==> src/rtl/mem_stage.sv <==
// mem_stage: MIPS memory stage; waits for data-SRAM responses, extends/aligns load data, feeds WB and ID forwarding.
// Define MS_UNALIGNED_LD_EN to enable LWL/LWR merging; otherwise load types 5 and 6 behave as LW.
module mem_stage #(
    parameter logic [31:0] RESET_PC = 32'hbfc00000
) (
    input  logic        clk,
    input  logic        reset,
    input  logic        es_to_ms_valid,
    output logic        ms_allowin,
    input  logic        es_mem_pending,
    input  logic [2:0]  es_ld_type,
    input  logic [1:0]  es_addr_lo,
    input  logic [31:0] es_rt_value,
    input  logic [31:0] es_result,
    input  logic [4:0]  es_dest,
    input  logic [3:0]  es_gr_we,
    input  logic [31:0] es_pc,
    input  logic [6:0]  es_exc,
    input  logic [42:0] es_misc,
    input  logic        data_ok,
    input  logic [31:0] rdata,
    input  logic        ws_allowin,
    input  logic        flush,
    output logic        ms_to_ws_valid,
    output logic [31:0] ms_pc,
    output logic [31:0] ms_final_result,
    output logic [4:0]  ms_dest,
    output logic [3:0]  ms_gr_we,
    output logic [6:0]  ms_exc,
    output logic [42:0] ms_misc,
    output logic [4:0]  fwd_dest,
    output logic [31:0] fwd_data,
    output logic        fwd_blocked
);
    typedef enum logic [1:0] {IDLE, WAIT, HOLD, DISCARD} state_t;

    state_t      state, state_next;
    logic        ms_valid, mem_op, ms_ready_go, accept;
    logic [2:0]  ld_type;
    logic [1:0]  addr_lo;
    logic [31:0] result, pc, buffer, word, ld_value;
    logic [7:0]  byte_v;
    logic [15:0] half_v;
`ifdef MS_UNALIGNED_LD_EN
    logic [31:0] rt_value;
`else
    logic        unused_rt;
    assign unused_rt = ^es_rt_value;
`endif

    assign ms_ready_go    = !mem_op || state == HOLD || (state == WAIT && data_ok);
    assign ms_allowin     = (!ms_valid || (ms_ready_go && ws_allowin)) && state != DISCARD;
    assign accept         = es_to_ms_valid && ms_allowin && !flush;
    assign ms_to_ws_valid = ms_valid && ms_ready_go && !flush;

    // A flush never forgets a response that is still on its way.
    always_comb begin
        state_next = state;
        if (flush)
            state_next = ((state == WAIT || state == DISCARD) && !data_ok) ? DISCARD : IDLE;
        else if (accept)
            state_next = es_mem_pending ? WAIT : IDLE;
        else
            case (state)
                WAIT:    state_next = data_ok ? (ws_allowin ? IDLE : HOLD) : WAIT;
                HOLD:    state_next = ws_allowin ? IDLE : HOLD;
                DISCARD: state_next = data_ok ? IDLE : DISCARD;
                default: state_next = IDLE;
            endcase
    end

    always_ff @(posedge clk) begin
        if (reset) begin
            state    <= IDLE;
            ms_valid <= 1'b0;
            mem_op   <= 1'b0;
            ld_type  <= 3'd0;
            addr_lo  <= 2'd0;
            result   <= 32'd0;
            pc       <= RESET_PC;
            buffer   <= 32'd0;
            ms_dest  <= 5'd0;
            ms_gr_we <= 4'd0;
            ms_exc   <= 7'd0;
            ms_misc  <= 43'd0;
`ifdef MS_UNALIGNED_LD_EN
            rt_value <= 32'd0;
`endif
        end else begin
            state <= state_next;
            if (flush)
                ms_valid <= 1'b0;
            else if (ms_allowin)
                ms_valid <= es_to_ms_valid;
            if (accept) begin
                mem_op   <= es_mem_pending;
                ld_type  <= es_ld_type;
                addr_lo  <= es_addr_lo;
                result   <= es_result;
                pc       <= es_pc;
                ms_dest  <= es_dest;
                ms_gr_we <= es_gr_we;
                ms_exc   <= es_exc;
                ms_misc  <= es_misc;
`ifdef MS_UNALIGNED_LD_EN
                rt_value <= es_rt_value;
`endif
            end
            if (state == WAIT && data_ok && !ws_allowin && !flush)
                buffer <= rdata;
        end
    end

    assign word   = state == HOLD ? buffer : rdata;
    assign byte_v = word[{addr_lo, 3'b000} +: 8];
    assign half_v = addr_lo[1] ? word[31:16] : word[15:0];

    always_comb begin
        ld_value = word;
        case (ld_type)
            3'd1: ld_value = {{24{byte_v[7]}}, byte_v};
            3'd2: ld_value = {24'd0, byte_v};
            3'd3: ld_value = {{16{half_v[15]}}, half_v};
            3'd4: ld_value = {16'd0, half_v};
`ifdef MS_UNALIGNED_LD_EN
            3'd5: ld_value = addr_lo == 2'd0 ? {word[7:0], rt_value[23:0]} :
                             addr_lo == 2'd1 ? {word[15:0], rt_value[15:0]} :
                             addr_lo == 2'd2 ? {word[23:0], rt_value[7:0]} : word;
            3'd6: ld_value = addr_lo == 2'd0 ? word :
                             addr_lo == 2'd1 ? {rt_value[31:24], word[31:8]} :
                             addr_lo == 2'd2 ? {rt_value[31:16], word[31:16]} :
                                               {rt_value[31:8], word[31:24]};
`endif
            3'd7: ld_value = result;
            default: ld_value = word;
        endcase
    end

    assign ms_final_result = ld_value;
    assign ms_pc           = ms_valid ? pc : RESET_PC;
    assign fwd_data        = ld_value;
    assign fwd_dest        = (ms_valid && |ms_gr_we) ? ms_dest : 5'd0;
    assign fwd_blocked     = ms_valid && ld_type != 3'd7 && !ms_ready_go;
endmodule

==> config.mk <==
export PLATFORM = sky130hd
export DESIGN_NAME = mem_stage
export DESIGN_NICKNAME = d
export VERILOG_FILES = /design/src/rtl/mem_stage.sv
export SDC_FILE = /design/constraint.sdc
export NUM_CORES = 1
export LEC_CHECK = 0
export BUFFER_PORTS_ARGS = -buffer_cell sky130_fd_sc_hd__buf_2
export CAP_MARGIN = 10
export CORE_UTILIZATION = 40
export DETAILED_ROUTE_END_ITERATION = 12
export PLACE_DENSITY = 0.71
export SYNTH_ARGS = -nofsm -noshare
export SYNTH_HDL_FRONTEND = slang
export SYNTH_SLANG_ARGS = --single-unit
==> constraint.sdc <==
create_clock -name clk -period 3.4 [get_ports clk]
set_input_delay 0.68 -clock clk [delete_from_list [all_inputs] [get_ports clk]]
set_output_delay 0.68 -clock clk [all_outputs]
set_load 0.01 [all_outputs]
==> flow_results.org, run 1 <==
** Critical path
- At the worst endpoint, the required time is 2.72 ns.
- Kind of critical path :: reg -> out
- Critical-path maximum fanout :: 16
- Worst Setup End Kind :: primary output
- The worst setup path is launched from a register.
- Critical path arrival :: 2.58 ns

** STA
- Setup Total Neg Slack :: 0 ns
- Smallest hold slack :: 0.451 ns
- Setup violations remaining at the end of the flow were counted as 0.
- Top achievable clock speed :: 0.307 GHz
- Clock period minus worst slack :: 3.26 ns
- Worst Max-Slew Pin Slew :: 0.706 ns
- Headroom to the max-slew limit came out at 52.6%.
- Final Max Tran Viols :: 0
- Dividing the final minimum period by the clock period gives 95.8%.
- The clock arrives with around 0.015 ns of skew.
- RSZ-0062 raised after global routing :: false
- Number of endpoints with negative hold slack in the final report :: 0

** Drt
- For this run, design rule violations remaining after detail routing come to 0.
- Drt wl/cell :: about 15 um
- Summing over every cut layer, the via total after detailed routing is 7565.
- Summed over all layers, the routed wires come to 23000 um.
- The first detailed-routing pass took 6 iterations.
- Initial DRC Count :: ~460
- Remaining antenna violation count after routing :: 0
- Using the TritonRoute via totals, the vias-per-cell ratio works out to a little over 5.

** Global routing
- Entering global routing, the biggest net connects 103 pins.
- Met1 capacity usage during global routing :: 28.4%
- First-pass GRT wire length :: 36000 um
- Across every metal layer, demand over resource in global routing totals 23.4%.
- For met2 alone, demand over resource in global routing was 39.8%.
- Gr ovfl total :: 0
- In this run the most used layer during global routing was met2.
- Global routing met3 resource utilization :: 6.47%
- The initial antenna violation count came to 2.
- The number of global-route vias before repair was 7003.

** CTS
- CTS saw 164 sinks.
- Clock transition at the registers of the reported paths :: 0.08 ns
- Clk_lat worst skew :: 0.43 ns
- Number of H-tree levels :: 4
- Cts bufs inserted :: 17
- TritonCTS built the clock tree.
- # hold bufs at CTS :: 0
- Clock root buffer :: sky130_fd_sc_hd__clkbuf_16
- Clock Tree Buf Depth :: 2

** Logic synthesis
- Combined area of all synthesized cells :: 0.00759 mm^2
- By area the synthesized netlist is led by sky130_fd_sc_hd__dfxtp_1, sky130_fd_sc_hd__nand2_1, sky130_fd_sc_hd__a21oi_1.
- After synthesis, flip-flops and latches occupy between 40% and 50% of the total area.
- Yosys top cell by area :: sky130_fd_sc_hd__dfxtp_1
- Ranking of synthesized cells by instance count :: sky130_fd_sc_hd__nand2_1, sky130_fd_sc_hd__dfxtp_1, sky130_fd_sc_hd__a21oi_1
- The Yosys step of the flow raised 0 warnings.
- Count of mapped cells out of synthesis :: 986
- Distinct cell type count of the synthesized netlist :: 44
- Count of flip-flops with a built-in enable after synthesis :: 0
- Synth Flop Type :: sky130_fd_sc_hd__dfxtp_1
- Counting flops and latches in the post-synthesis netlist gives 164.
- Share of Yosys cell area claimed by the top area cell type :: 43.3%
- Share of flip-flops with an asynchronous set or reset :: 0%
- Post-synth net total :: approximately 1200
- Mean Syn Cell Area :: about 7.7 um^2
- Leading cell type by number of instances after synthesis :: sky130_fd_sc_hd__nand2_1

** Placed design
- Placement-stage cell area :: 0.00919 mm^2
- Detail Placement HPWL :: 16200 um
- Number of input and output port buffers inserted :: 329
- Final weighted congestion in routability-driven placement :: 0.913
- Including well taps, the total number of placed cells is 1457.

** Pwr
- IR analysis of the VDD net gives a maximum drop of 322 uV.
- Power spread over the standard cell area amounts to 481 mW/mm^2.
- The internal power of the cells totals around 3.4 mW.
- Switching power total :: 1.38 mW
- Leakage power summed over all cells :: between 4 and 5 nW
- Seq pwr share :: 43.2%
- Clock share of power :: 41.7%
- Combinational cell fraction of total power :: 15.0%
- Net switching is 29.0% of the power.

** Floorplan
- Initial standard-cell utilization of the core :: 40.7%
- Core Area :: between 0.015 and 0.02 mm^2
- Die footprint :: 0.0195 mm^2
- Core Rows :: 50
- For this design the top-level I/O count stands at 362.
- In this run the vertical extent of the chip is 140 um.
- Die extent in x :: around 140 um

** Hold path
- Hold/Removal Path Class :: reg -> reg

** Final layout
- The area growth from synthesis to layout is 29.7%.
- The post-route netlist has 32.3% of its cells at a drive strength greater than 1.
- After routing the design area is 0.00984 mm^2.
- After the last flow step, the layout net total stands at 1443.
- Non-filler cells in the finished layout :: 1493

** Job
- Max-cap violations in this run came to 0.

** Run status
- Result of the run :: completed
-- placed cells by master, fill, tap and decap left out, drive strengths merged, types with 10 or more instances in the layout --
cell type and count:
and2 29, inv 13, nand3b 10, dfxtp 164, clkbuf 17, nand2 362, buf 345, nand2b 12
a21oi 157, a22oi 29, mux2i 40
-- sequential cells by signal, summed over array words and instances (netlist names), 3 cells and up --
| signal | count |
|---|---|
| ms_misc | 43 |
| buffer | 32 |
| pc | 32 |
| result | 32 |
| ms_exc | 7 |
| ms_dest | 5 |
| ms_gr_we | 4 |
| ld_type | 3 |
-- routing by layer --
metal / vias to the layer above / routed length [um]
met4: 2 / 415
met2: 292 / 11200
met1: 3477 / 9600
met3: 25 / 1740
li1: 3769 / -
met5: - / 13
-- through the flow --
stage	utilization [%]	setup slack [ns]	power, mW
detailed placement	49.3	0.331	2.80
global route	52.8	0.0299	4.94
global placement	49.3	0.334	2.79
finish	52.8	0.142	4.73
floorplan	-	0.616	2.54
CTS	52.6	0.00979	4.79
-- path summary, 6_finish.rpt --
path / cells after the start / slack [ns] / startpoint / to
setup / recovery: 7 / 0.14 / state[1] / ms_final_result[29]
hold / removal: 2 / 0.45 / pc[10] / pc[10]
setup reg to reg: 6 / 1.29 / state[1] / ms_misc[23]
hold reg to reg: 2 / 0.45 / pc[10] / pc[10]
-- logic make-up after synthesis --
logic type | count (synthesis) | share of synthesized area [%]
AO/OA/AOI/OAI | 223 | 18.5
XOR/XNOR | 1 | 0.115
AND/OR/NAND/NOR | 443 | 24.6
multiplexers | 43 | 5.87
flip-flops | 164 | 43.3
buffers and inverters | 112 | 7.62
-- power by group through the flow --
stage,sequential (mW),clock (mW),combinational (mW)
detailed placement,2.09,0,0.708
global placement,2.09,0,0.701
floorplan,2.09,0,0.447
global route,2.06,2.11,0.780
finish,2.05,1.98,0.712
CTS,2.05,2.03,0.713
-- worst max-delay path, stage by stage, from the launching register on --
cell	delay, ns
sky130_fd_sc_hd__dfxtp_1	0.47
sky130_fd_sc_hd__nor2b_4	0.27
sky130_fd_sc_hd__mux4_2	0.53
sky130_fd_sc_hd__and3_4	0.20
sky130_fd_sc_hd__a41oi_4	0.19
sky130_fd_sc_hd__buf_12	0.19
sky130_fd_sc_hd__a22oi_1	0.11
sky130_fd_sc_hd__buf_2	0.20
-- cell type report --
cell class | instances | area (um^2)
clock buffers | 17 | 425
clock inverters | 15 | 185
repair buffers | 345 | 1860
well taps | 234 | 293
inverters | 6 | 22.5
multi-input cells | 710 | 3770
fillers | 1819 | 8800
flip-flops and latches | 164 | 3290
diodes | 2 | 5.00
-- timing repair --
item	in CTS	in global routing
buffers inserted	1	1
setup endpoints to repair	4	57
resized for setup	1	7
pin swaps	1	0
(Power assumes the default switching activity.)
==> run 2: changes to the inputs <==
--- a/config.mk
+++ b/config.mk
@@ -9,7 +9,8 @@
 export CAP_MARGIN = 10
 export CORE_UTILIZATION = 40
 export DETAILED_ROUTE_END_ITERATION = 12
-export PLACE_DENSITY = 0.71
+export PLACE_DENSITY = 0.73
+export REMOVE_ABC_BUFFERS = 1
 export SYNTH_ARGS = -nofsm -noshare
 export SYNTH_HDL_FRONTEND = slang
 export SYNTH_SLANG_ARGS = --single-unit
==> constraint.sdc (replaced) <==
create_clock -name clk -period 2.8 [get_ports clk]
set_input_delay 0.56 -clock clk [delete_from_list [all_inputs] [get_ports clk]]
set_output_delay 0.56 -clock clk [all_outputs]
set_load 0.01 [all_outputs]
==> run 2 against run 1 <==
Against the previous run:
- utilization rose by 1.9 points
- the run now ends with negative setup slack left
- via count rose by 0.93%
- power rose by 23%
- non-clock buffer count rose by 18
- routed wire length rose by 1.3%
- critical path depth rose by 1
- flip-flop and latch count did not move
- global-route usage fell by 0.32 points
- count of clock-buffer cells in the layout rose by 1
- register-to-register slack got worse by 0.58 ns
- sequential share of layout area fell by 1.1 points
- sequential power rose by 21%
==> flow_results.org, run 2 (synthesis results as in run 1) <==
** Run status
- Result of the run :: complete, but fails checks
- Violations in the final reports :: negative setup slack

** Critical path
- Buffer and inverter count on the worst path :: 3
- The setup path with the least slack is of type reg -> out.
- Worst Setup End Kind :: primary output
- Highest cell delay on the worst timing path :: 0.56 ns
- Type of origin of the critical path :: register
- The worst register-to-register path ends at addr_lo[1].
- For this design, the slowest cell found on the critical path is sky130_fd_sc_hd__mux4_2.
- Required time at the endpoint of the critical path :: about 2.2 ns
- Internal reg-to-reg setup slack :: 0.71 ns
- Crit Reg-Reg Startpoint :: state[0]
- Walking the worst path, the cells encountered are nor2b_4 -> mux4_2 -> and3_4 -> a41oi_4 -> buf_6 -> buf_12 -> a22oi_2 -> buf_2.
- Of all nets on the critical path, the largest fanout is 7.
- Register-to-Register Path Depth :: 7
- Critical path arrival :: 2.48 ns
- Worst path top cell family by delay :: multiplexers

** Drt
- The detail route stage leaves a number of antenna-violating nets equal to 0.
- For this run, design rule violations remaining after detail routing come to 0.
- After detailed routing, the number of vias per cell comes to 5.05.
- Total via count after detailed routing :: 7635
- Drt wl/cell :: 15.4 um
- In the detailed route, the total length drawn on met2 is 11600 um.
- Initial DRC Count :: between 400 and 500
- The detailed router put a total of 9680 um of wire on met1.
- Wire segments on met3 add up to 1580 um in the final route.
- Routed wire length :: 23300 um
- In this run the top signal layer used is met4.
- Detailed Routing Iterations Pass 1 :: 5

** Final layout
- The register with the most flip-flops in the layout has 43 of them.
- Final standard cell area without fillers :: roughly 0.010 mm^2
- Commonest non-fill, non-tap cells in the layout :: sky130_fd_sc_hd__nand2_1, sky130_fd_sc_hd__buf_2, sky130_fd_sc_hd__a21oi_1, sky130_fd_sc_hd__dfxtp_1
- From synthesis to final layout, the design area changed by 34.4%.
- For this run, the share of the core covered by cells in the final layout is 54.7%.
- # nets final :: roughly 1500
- Largest reg by FF count :: ms_misc
- Non-filler cells in the finished layout :: roughly 1500
- FILL cells :: 1770
- Share of layout cells above drive strength 1 :: 35.7%
- Leaving out fill and tap cells, the most frequent cell in the layout is sky130_fd_sc_hd__nand2_1.

** Placed design
- Detail Placement HPWL :: between 15000 and 20000 um
- Placement-stage cell area :: 0.00934 mm^2
- Setup WS pre-CTS :: roughly 0.011 ns
- The congestion estimate from routability-driven global placement came to between 0.8 and 0.9.
- Number of input and output port buffers inserted :: 329
- Counting tap cells, the placed design contains a total of 1474 instances.

** STA
- Share of the clock period used by the worst path :: 109%
- Setup violations remaining at the end of the flow were counted as 54.
- RSZ-0062 raised after global routing :: true
- Setup Total Neg Slack :: -7.52 ns
- For this run, the top clock speed supported by timing is about 0.33 GHz.
- Headroom to the max-slew limit came out at 65.4%.
- The number of max-slew violations in the final report is 0.
- Clock period minus worst slack :: 3.04 ns
- Worst setup margin :: -0.240 ns
- Number of endpoints with negative hold slack in the final report :: 0
- Clock skew after layout :: about 0.0077 ns
- Smallest hold slack :: 0.345 ns
- At the pin with the least slew margin, the transition time is 0.516 ns.

** Floorplan
- The initial utilization of the core area, before any placement, comes to roughly two fifths.
- The floorplan has 50 rows.
- DIE HEIGHT :: 140 um
- In this run the count of I/O pins placed on the die edge is 362.
- Measured along the x axis, the die boundary spans 140 um.
- Core Area :: 0.0186 mm^2
- The die covers ~0.020 mm^2.

** Pwr
- Areal power density over the cells :: about 570 mW/mm^2
- Peak supply drop :: 457 uV
- Final Total Pwr :: 5.84 mW
- Leakage power summed over all cells :: 4.50 nW

** Hold path
- The startpoint identified for the worst hold timing path is es_pc[23].
- Endpoint, Worst Hold :: pc[23]
- Hold/Removal Path Class :: in -> reg
- Counting instances, the worst hold path has a depth of 3.

** Global routing
- Number of antenna violations at the first check in global routing :: 2
- Entering global routing, the biggest net connects 89 pins.
- The first global-routing pass estimated 36000 um of wire.
- Global routing used a little under a quarter of the available tracks.
- Number of global-route vias before repair :: 7177
- The total overflow left after global routing is 0.

** Job
- Count of maximum capacitance violations :: 0

** CTS
- Number of H-tree levels :: 4
- Clock Tree Buf Depth :: 2
- Clock-pin slew was measured on the worst setup and hold paths at 0.07 ns.
- Counting the buffers created by CTS gives 17.
- TritonCTS built the clock tree.
- The later pin in the worst-skew pair is clocked with a latency of 0.42 ns.
- # hold bufs at CTS :: 0
- The tree is rooted in a sky130_fd_sc_hd__clkbuf_16.
- Clock sinks :: about 160
-- run 2: changes by cell type in the layout (fill, tap and decap cells not counted), moves of 4 or more --
cell	previous run	this run
sky130_fd_sc_hd__buf_4	10	21
sky130_fd_sc_hd__mux2i_1	36	28
sky130_fd_sc_hd__a22oi_1	21	14
sky130_fd_sc_hd__a22oi_2	8	15
sky130_fd_sc_hd__dfxtp_1	162	156
sky130_fd_sc_hd__dfxtp_2	2	7
sky130_fd_sc_hd__buf_6	0	4
sky130_fd_sc_hd__mux2i_2	4	8
sky130_fd_sc_hd__mux2i_4	0	4
-- run 2: timing repair --
item                                    in CTS  in global routing
endpoints found under the setup margin      64                 64
resized for setup                           25                 25
pin swaps                                    4                  2
setup buffers                                2                  1
cloned                                       2                  0
-- run 2: area by class of cell --
type,instances,area (um^2),area share (%)
Antenna cell,3,7.51,0.0736
Clock buffer,18,439,4.31
Clock inverter,13,164,1.61
Inverter,6,22.5,0.221
Multi-Input combinational cell,710,3920,38.4
Sequential cell,164,3300,32.3
Tap cell,234,293,2.87
Timing Repair Buffer,363,2060,20.2
-- run 2: where the power goes --
part           internal [mW]  switching (mW)
clock                   1.37            1.06
combinational          0.407           0.524
sequential              2.43          0.0542
-- run 2: routing by layer --
metal | up-vias | GRT usage (%)
li1 | 3803 | -
met1 | 3529 | 27.4
met2 | 272 | 40.3
met3 | 31 | 5.54
met4 | 0 | 8.04
met5 | - | 0
-- run 2: worst max-delay path by stage --
stage,start,endpoint,slack (ns),depth (start not counted)
after floorplan,ms_valid,addr_lo[0],-2.99,4
after CTS,state[1],fwd_data[21],-0.23,8
after global placement,rdata[7],fwd_data[21],0.05,9
after global routing,state[1],ms_final_result[21],-0.33,8
after detailed placement,rdata[31],fwd_data[21],0.01,8
final,state[1],fwd_data[21],-0.24,8
-- run 2: worst reg2reg max path, cell delays in order, from the launching register on --
cell and delay (ns):
sky130_fd_sc_hd__dfxtp_2 0.36, sky130_fd_sc_hd__buf_4 0.15, sky130_fd_sc_hd__nand2_1 0.05, sky130_fd_sc_hd__a31oi_1 0.42, sky130_fd_sc_hd__o211a_4 0.50, sky130_fd_sc_hd__buf_12 0.26, sky130_fd_sc_hd__nand2_1 0.10, sky130_fd_sc_hd__a21oi_1 0.16
